**src/rtl/fifo_sync_lvl.sv**
```systemverilog
// Single-clock FIFO with occupancy count, threshold flags and sticky error flags.
// FWFT selects show-ahead (combinational) or registered (one-cycle latency) read data.
module fifo_sync_lvl #(
    parameter int WIDTH      = 8,
    parameter int DEPTH_LOG2 = 3,
    parameter int AF_THRESH  = 6,
    parameter int AE_THRESH  = 1,
    parameter bit FWFT       = 1'b1
) (
    input  logic                  clk,
    input  logic                  rst,
    input  logic                  flush,
    input  logic                  winc,
    input  logic [WIDTH-1:0]      wdata,
    input  logic                  rinc,
    output logic [WIDTH-1:0]      rdata,
    output logic                  rvalid,
    output logic                  wfull,
    output logic                  rempty,
    output logic                  almost_full,
    output logic                  almost_empty,
    output logic [DEPTH_LOG2:0]   count,
    output logic                  overflow,
    output logic                  underflow
);

    localparam int DEPTH = 2 ** DEPTH_LOG2;
    localparam int PW    = DEPTH_LOG2 + 1;

    localparam logic [PW-1:0] FULL_CNT = PW'(DEPTH);
    localparam logic [PW-1:0] AF_CNT   = PW'(AF_THRESH);
    localparam logic [PW-1:0] AE_CNT   = PW'(AE_THRESH);

    logic [PW-1:0]         wptr;
    logic [PW-1:0]         rptr;
    logic [WIDTH-1:0]      mem [DEPTH];
    logic [DEPTH_LOG2-1:0] waddr;
    logic [DEPTH_LOG2-1:0] raddr;
    logic                  wr_ok;
    logic                  rd_ok;

    assign waddr = wptr[DEPTH_LOG2-1:0];
    assign raddr = rptr[DEPTH_LOG2-1:0];

    // All flags come from the registered pointers only, never from winc/rinc.
    assign count        = wptr - rptr;
    assign rempty       = (count == '0);
    assign wfull        = (count == FULL_CNT);
    assign almost_full  = (count >= AF_CNT);
    assign almost_empty = (count <= AE_CNT);

    assign wr_ok = winc & ~wfull  & ~flush;
    assign rd_ok = rinc & ~rempty & ~flush;

    always_ff @(posedge clk) begin
        if (wr_ok) begin
            mem[waddr] <= wdata;
        end
    end

    always_ff @(posedge clk or posedge rst) begin
        if (rst) begin
            wptr <= '0;
            rptr <= '0;
        end else if (flush) begin
            wptr <= '0;
            rptr <= '0;
        end else begin
            if (wr_ok) begin
                wptr <= wptr + 1'b1;
            end
            if (rd_ok) begin
                rptr <= rptr + 1'b1;
            end
        end
    end

    // Sticky error flags: only flush or reset clears them.
    always_ff @(posedge clk or posedge rst) begin
        if (rst) begin
            overflow  <= 1'b0;
            underflow <= 1'b0;
        end else if (flush) begin
            overflow  <= 1'b0;
            underflow <= 1'b0;
        end else begin
            if (winc & wfull) begin
                overflow <= 1'b1;
            end
            if (rinc & rempty) begin
                underflow <= 1'b1;
            end
        end
    end

    generate
        if (FWFT) begin : g_fwft
            assign rdata  = mem[raddr];
            assign rvalid = ~rempty;
        end else begin : g_reg
            logic [WIDTH-1:0] rdata_q;
            logic             rvalid_q;

            // rdata holds across flush; only an accepted read updates it.
            always_ff @(posedge clk or posedge rst) begin
                if (rst) begin
                    rdata_q  <= '0;
                    rvalid_q <= 1'b0;
                end else if (rd_ok) begin
                    rdata_q  <= mem[raddr];
                    rvalid_q <= 1'b1;
                end else begin
                    rvalid_q <= 1'b0;
                end
            end

            assign rdata  = rdata_q;
            assign rvalid = rvalid_q;
        end
    endgenerate

endmodule

```
**config.mk**
```make
export PLATFORM = sky130hd
export DESIGN_NAME = fifo_sync_lvl
export DESIGN_NICKNAME = d
export VERILOG_FILES = /design/src/rtl/fifo_sync_lvl.sv
export SDC_FILE = /design/constraint.sdc
export NUM_CORES = 1
export LEC_CHECK = 0
export CORE_UTILIZATION = 51
export CTS_CLUSTER_SIZE = 24
export DETAILED_ROUTE_END_ITERATION = 8
export PLACE_DENSITY = 0.87
export SLEW_MARGIN = 20
export SYNTH_ARGS = -nofsm -noshare
export SYNTH_HDL_FRONTEND = slang
export SYNTH_SLANG_ARGS = --single-unit
```
**constraint.sdc**
```tcl
create_clock -name clk -period 3.05 [get_ports clk]
set_clock_uncertainty 0.1 [all_clocks]
set_input_delay 0.4575 -clock clk [delete_from_list [all_inputs] [get_ports clk]]
set_output_delay 0.4575 -clock clk [all_outputs]
set_load 0.02 [all_outputs]
```
==> impl_results.md, run 1 <==
- Status: finished clean
- TritonRoute pass-1 iters: 4
- DRC: 0
- Hold slack: 0.3028 ns
- Net count, final: 267
- Final worst path period share: 0.9610
- Max-cap violations: 0
- Clock Power Share: 0.221
- Placer Congestion: 0.8194
- FFs w/ async S/R, synth: 0.1351
- F_max: 341.2 MHz
- WL final: 6092 µm
- Synth area leader: edfxtp_1
- Seq pwr share: 0.361
- CP max stage cell: dfrtp_2
- Die Y: 80.74 µm
- # setup viols final: 0
- Dpl ws: 0.09573 ns
- Vias in the first global route: 1803
- Vias per cell: 5.619
- First-pass GRT wire length: 9480 µm
- Slowest stage delay, CP: 0.40 ns
- Combinational Power Share: 0.418
- Max-slew violations: 0
- Synth unique cells: 36
- Synthesized area per cell: 15.97 µm²
- Pwr Density: 871.6 nW/µm²
- Critical Path RT: 2.49 ns
- Seq/Total Area, Yosys: 0.6870
- Worst setup startpoint: wptr[0]$_DFFE_PP0P_
- Width of the die: 80.74 µm
- Worst setup path endpoint: rempty
- Simple-gate portion of the synthesized area: 0.08746
- WP data arrival: 2.37 ns
- I/O Pins: 32
- Crit path kind: reg -> out
- Synth Cell Area: 3162 µm²
- Synth-to-Final Area Change: 21.41%
- Largest family of logic cells by synthesized area: multiplexers
- Worst Tran Pin Value: 0.5823 ns
- Initial antenna violation count: 0
- Post-route core utilization: 0.6445
- Clk buf depth: 2
- Post-synth top flop: edfxtp_1
- Reg-to-Reg Start: wptr[0]$_DFFE_PP0P_
- Synthesis-stage register bit count: 74
- XOR/XNOR share of the synthesized area: 0.01622
- Hold Vio Cnt, Final: 0
- Vias: 1843
- Int Power: 2.157 mW
- Area fraction in compound gates after synthesis: 0.03799
- Syn Inst Count: 198
- DR iter-0 viols: 106
- Area of the die: 6518 µm²
- Number of buffers added on ports: 31
- CTS tree: built
- RR Endpoint: mem[7][7]$_DFFE_PP_
- Share of the synthesized area in the top cell type: 0.6078
- Switching Share: 0.3553
- Synth top area cells: edfxtp_1 (61%), mux4_2 (11%), dfrtp_1 (7.9%), nand2_1 (3.7%), ha_1 (2.0%)
- # clock sinks: 74
- Pin count of the biggest net entering global routing: 20
- Max-slew headroom: 0.6092
- Tot GR Track Use: 0.2091
- CP Capture Type: output port
- Post-synthesis mux area share: 0.1239
- Wire per inst: 18.57 µm
- Post-synthesis adder-cell area fraction: 0.02612
- Critical-path cell list: inv_1 > ha_1 > fa_1 > xor2_2 > nand3_4 > nor2_1 > dlygate4sd2_1
- Worst-path clk slew: 0.08 ns
- Reg2Reg Setup Slack: 0.34 ns
- Post-synth EDFFs: 64
- CTS Buf Count: 9
- Total grt overflow: 0
- Net Switching: 1.189 mW
- Clock latency at the later pin of the worst-skew pair: 0.34 ns
- Starting Density: 0.5309
- Reg2reg path depth: 8
- Root Buffer Master: clkbuf_8
- Row count: 28
- Startpoint types: flop
- N_diodes: 0
- Unrepaired setup endpoints after global routing: false
- Core ar.: 5956 µm²
- Final WS setup: 0.1190 ns
- Post-Synthesis Net Count: 217
- HP Class: in -> async
- Routed Antenna Nets: 0
- Maximum fanout along the worst path: 8
- H-Tree Depth: 3
- Layout cells sized above 1: 0.2134
- Post-DP HPWL: 3899 µm
- Worst vdd ir: 0.4539 mV
- Yosys warnings: 0
- P_leak: 1.400 nW
- Crit path time final: 2.931 ns
-- cell usage after synthesis (3+ instances only) --
| cell type | n |
|---|---|
| nand2_1 | 31 |
| mux4_2 | 16 |
| dfrtp_1 | 10 |
| edfxtp_1 | 64 |
| o21ai_0 | 3 |
| inv_1 | 10 |
| nor2_1 | 11 |
| buf_2 | 3 |
| xnor2_1 | 3 |
| nor3_1 | 8 |
| clkbuf_1 | 3 |
| a21oi_1 | 3 |
| ha_1 | 5 |
-- layout make-up --
cell class	instances	area (µm²)
clock inverters	7	68.82
repair buffers	45	411.6
clock buffers	9	123.9
inverters	11	41.29
fillers	431	2117
well taps	75	93.84
flip-flops and latches	74	2173
multi-input cells	107	925.9
-- cells by family (layout without fill, tap and decap cells) --
group / count (synthesis) / count (layout)
mux: 19 / 19
buf+inv: 17 / 72
compound gates: 17 / 17
xor+xnor: 5 / 5
fa+ha+maj: 6 / 6
simple gates: 60 / 60
flops: 74 / 74
-- power groups by stage --
stage                     logic (mW)  registers (mW)  clock network [mW]
after floorplan                0.901            1.24                   0
after global placement          1.41            1.23                   0
after detailed placement        1.44            1.23                   0
after CTS                       1.39            1.21               0.750
after global routing            1.50            1.21               0.789
final                           1.40            1.21               0.739
-- cells in the final DEF (no fill, tap or decap), types with 2 or more instances in the layout --
cell / count
a21oi_1: 2
a31oi_1: 2
and3_1: 2
buf_4: 14
clkbuf_8: 9
clkdlybuf4s50_1: 25
clkinv_1: 2
clkinv_2: 2
dfrtp_1: 9
dlygate4sd2_1: 5
edfxtp_1: 64
ha_1: 5
inv_1: 10
mux2i_1: 2
mux4_2: 16
nand2_1: 31
nor2_1: 11
nor3_1: 8
nor4_1: 2
o21ai_0: 3
o31ai_1: 2
xnor2_1: 3
-- layer usage --
metal | vias up | routed length, µm | global-route usage
li1 | 856 | - | -
met5 | - | 0 | 0
met2 | 56 | 3103 | 0.3314
met4 | 0 | 30 | 0.09107
met3 | 5 | 347 | 0.04157
met1 | 926 | 2610 | 0.2842
-- stage by stage --
step / TNS [ns] / instance area (µm²) / cells / power (mW)
after global routing: 0 / 3839 / 328 / 3.506
after floorplan: -3.463 / 3162 / 198 / 2.137
final: 0 / 3839 / 328 / 3.346
after global placement: 0 / 3630 / 310 / 2.640
after detailed placement: 0 / 3630 / 310 / 2.669
after CTS: 0 / 3817 / 326 / 3.349
-- worst max-delay path, delay by kind of cell, from the launching register on --
kind / cells / cell delay, ns
XOR/XNOR: 1 / 0.26
adder cells (fa/ha/maj): 2 / 0.62
buffers and inverters: 2 / 0.45
flip-flops: 1 / 0.40
AND/OR/NAND/NOR: 2 / 0.31
-- state kept, by name, summed over array words and instances, names as in the netlist --
register and flops:
mem 64, rptr 4, wptr 4, overflow 1, underflow 1
-- how the worst min path moves through the flow --
stage	start	to	depth (start not counted)
after floorplan	rst	overflow$_DFFE_PP0P_	1
after global placement	overflow$_DFFE_PP0P_	overflow$_DFFE_PP0P_	2
after detailed placement	underflow$_DFFE_PP0P_	underflow$_DFFE_PP0P_	2
after CTS	rst	wptr[3]$_DFFE_PP0P_	2
after global routing	rst	underflow$_DFFE_PP0P_	2
final	rst	underflow$_DFFE_PP0P_	2
-- timing repair --
| item | CTS | global route |
|---|---|---|
| setup endpoints to repair | 6 | 4 |
| hold buffers | 0 | 0 |
| setup buffers | 0 | 2 |
| gates cloned | 0 | 0 |
| endpoints found under the hold margin | 0 | 0 |
| gates resized for setup | 6 | 2 |
Note: power is estimated with default switching activity, not from simulation.
==> run 2, diff against run 1 <==
--- a/config.mk
+++ b/config.mk
@@ -5,6 +5,7 @@
 export SDC_FILE = /design/constraint.sdc
 export NUM_CORES = 1
 export LEC_CHECK = 0
+export CORE_MARGIN = 4
 export CORE_UTILIZATION = 51
 export CTS_CLUSTER_SIZE = 24
 export DETAILED_ROUTE_END_ITERATION = 8
==> run 2 against run 1 <==
  * Count of clock-buffer cells in the layout unchanged
  * Die area increased by 15%
  * Flip-flop and latch count unchanged
  * Non-clock buffer count increased by 1
  * Setup slack improved by 0.026 ns
  * Utilization increased by 0.29 points
  * Power increased by 1.8%
  * Sequential power about the same
==> impl_results.md, run 2 (synthesized netlist as in run 1, its figures left out) <==
- Row count: 28
- F_max: 344.3 MHz
- Clock latency at the later pin of the worst-skew pair: 0.34 ns
- Vias per cell: 5.629
- Core ar.: 5956 µm²
- Combinational Power Share: 0.423
- Final WS setup: 0.1454 ns
- Max-slew headroom: 0.6180
- Starting Density: 0.5309
- Switching Share: 0.3653
- Root Buffer Master: clkbuf_8
- Placement Cell Area: 3637 µm²
- Final worst path period share: 0.9523
- CTS Buf Count: 9
- Routed Antenna Nets: 0
- Pin count of the biggest net entering global routing: 20
- I/O Pins: 32
- Commonest non-fill, non-tap cell in the layout: edfxtp_1
- Most frequent CP cell: nand2_1
- Hold Vio Cnt, Final: 0
- Clk buf depth: 2
- Startpoint types: flop
- Area of the die: 7523 µm²
- Seq pwr share: 0.355
- Clock Power Share: 0.222
- Crit path kind: reg -> out
- Critical Path RT: 2.49 ns
- Critical-path cell list: buf_4 > mux4_2 > nand2_1 > nand2_1 > clkdlybuf4s50_1
- N_diodes: 0
- Finished Cell Area: 3856 µm²
- Slowest stage delay, CP: 0.54 ns
- Number of buffers added on ports: 31
- CP delay by family, top: buffers and inverters
- Most frequent cells in the layout: edfxtp_1 (64), nand2_1 (31), clkdlybuf4s50_1 (24)
- Setup TNS: 0 ns
- Wire per inst: 19.23 µm
- DR iter-0 viols: 191
- Pwr Density: 883.5 nW/µm²
- Dpl ws: 0.04795 ns
- Vias: 1852
- WP data arrival: 2.35 ns
- Worst-path clk slew: 0.08 ns
- Width of the die: 86.74 µm
- WL final: 6328 µm
- Worst vdd ir: 0.5456 mV
- CP Capture Type: output port
- Worst Tran Pin Value: 0.5691 ns
- CP bufs+invs: 2
- Die Y: 86.74 µm
- Int Power: 2.162 mW
- First-pass GRT wire length: 10120 µm
- Unrepaired setup endpoints after global routing: false
- HP Class: in -> async
- Initial antenna violation count: 0
- Vias in the first global route: 1877
- H-Tree Depth: 3
- Placer Congestion: 0.8594
- Max-slew violations: 0
- CP max stage cell: mux4_2
- Layout cells sized above 1: 0.2323
- Max-cap violations: 0
- Fill cells: 420
- P_leak: 1.393 nW
- Design Power: 3.407 mW
- # setup viols final: 0
- DRC: 0
- Tot GR Track Use: 0.1846
- Post-DP HPWL: 4211 µm
- Status: finished clean
- Net Switching: 1.244 mW
- Top Registers: mem: 64 flops, rptr: 4 flops, wptr: 4 flops
- Maximum fanout along the worst path: 19
- CTS tree: built
- # clock sinks: 74
- Biggest register: mem
- Net count, final: 268
- Hold slack: 0.3084 ns
- Max reg flops: 64
- Synth-to-Final Area Change: 21.96%
- Crit path time final: 2.905 ns
- TritonRoute pass-1 iters: 4
- Total grt overflow: 0
-- run 2: worst paths after layout --
kind	start	end	slack (ns)	cells past startpoint
worst max-delay path	rptr[0]$_DFFE_PP0P_	rdata[2]	0.15	5
worst min-delay path	rst	underflow$_DFFE_PP0P_	0.31	2
worst max register to register	wptr[0]$_DFFE_PP0P_	mem[5][2]$_DFFE_PP_	0.21	8
worst min register to register	underflow$_DFFE_PP0P_	underflow$_DFFE_PP0P_	0.41	2
max in group asynchronous	rst	wptr[0]$_DFFE_PP0P_	2.20	2
min in group clk	underflow$_DFFE_PP0P_	underflow$_DFFE_PP0P_	0.41	2
-- run 2: timing repair --
item / CTS / global route
hold buffers: 0 / 0
pin swaps: 1 / 1
setup buffers: 1 / 1
hold endpoints to repair: 0 / 0
gates resized for setup: 9 / 6
setup endpoints to repair: 6 / 22
-- run 2: cell type report --
cell class | instances | area, µm² | area share
Sequential cell | 74 | 2173 | 0.5636
Multi-Input combinational cell | 107 | 935.9 | 0.2427
Timing Repair Buffer | 46 | 410.4 | 0.1064
Clock buffer | 9 | 123.9 | 0.03212
Tap cell | 75 | 93.84 | 0.02433
Clock inverter | 7 | 77.57 | 0.02012
Inverter | 11 | 41.29 | 0.01071
-- run 2: stage by stage --
step | std cells | util
after detailed placement | 311 | 0.6107
final | 329 | 0.6475
after floorplan | 198 | -
after global routing | 329 | 0.6475
after global placement | 311 | 0.6107
after CTS | 328 | 0.6447
-- run 2: power groups by stage --
stage	logic (mW)	registers, mW	clock network, mW
3_3_place_gp	1.42	1.22	0
6_report	1.44	1.21	0.756
5_1_grt	1.54	1.22	0.826
4_1_cts	1.43	1.21	0.771
2_1_floorplan	0.901	1.24	0
3_5_place_dp	1.47	1.23	0
-- run 2: layer usage --
| layer | track usage | part of all wire |
|---|---|---|
| met2 | 0.3053 | 0.53 |
| met3 | 0.04468 | 0.041 |
| met4 | 0.04391 | 0.0060 |
| met1 | 0.2492 | 0.42 |
| met5 | 0 | 0 |
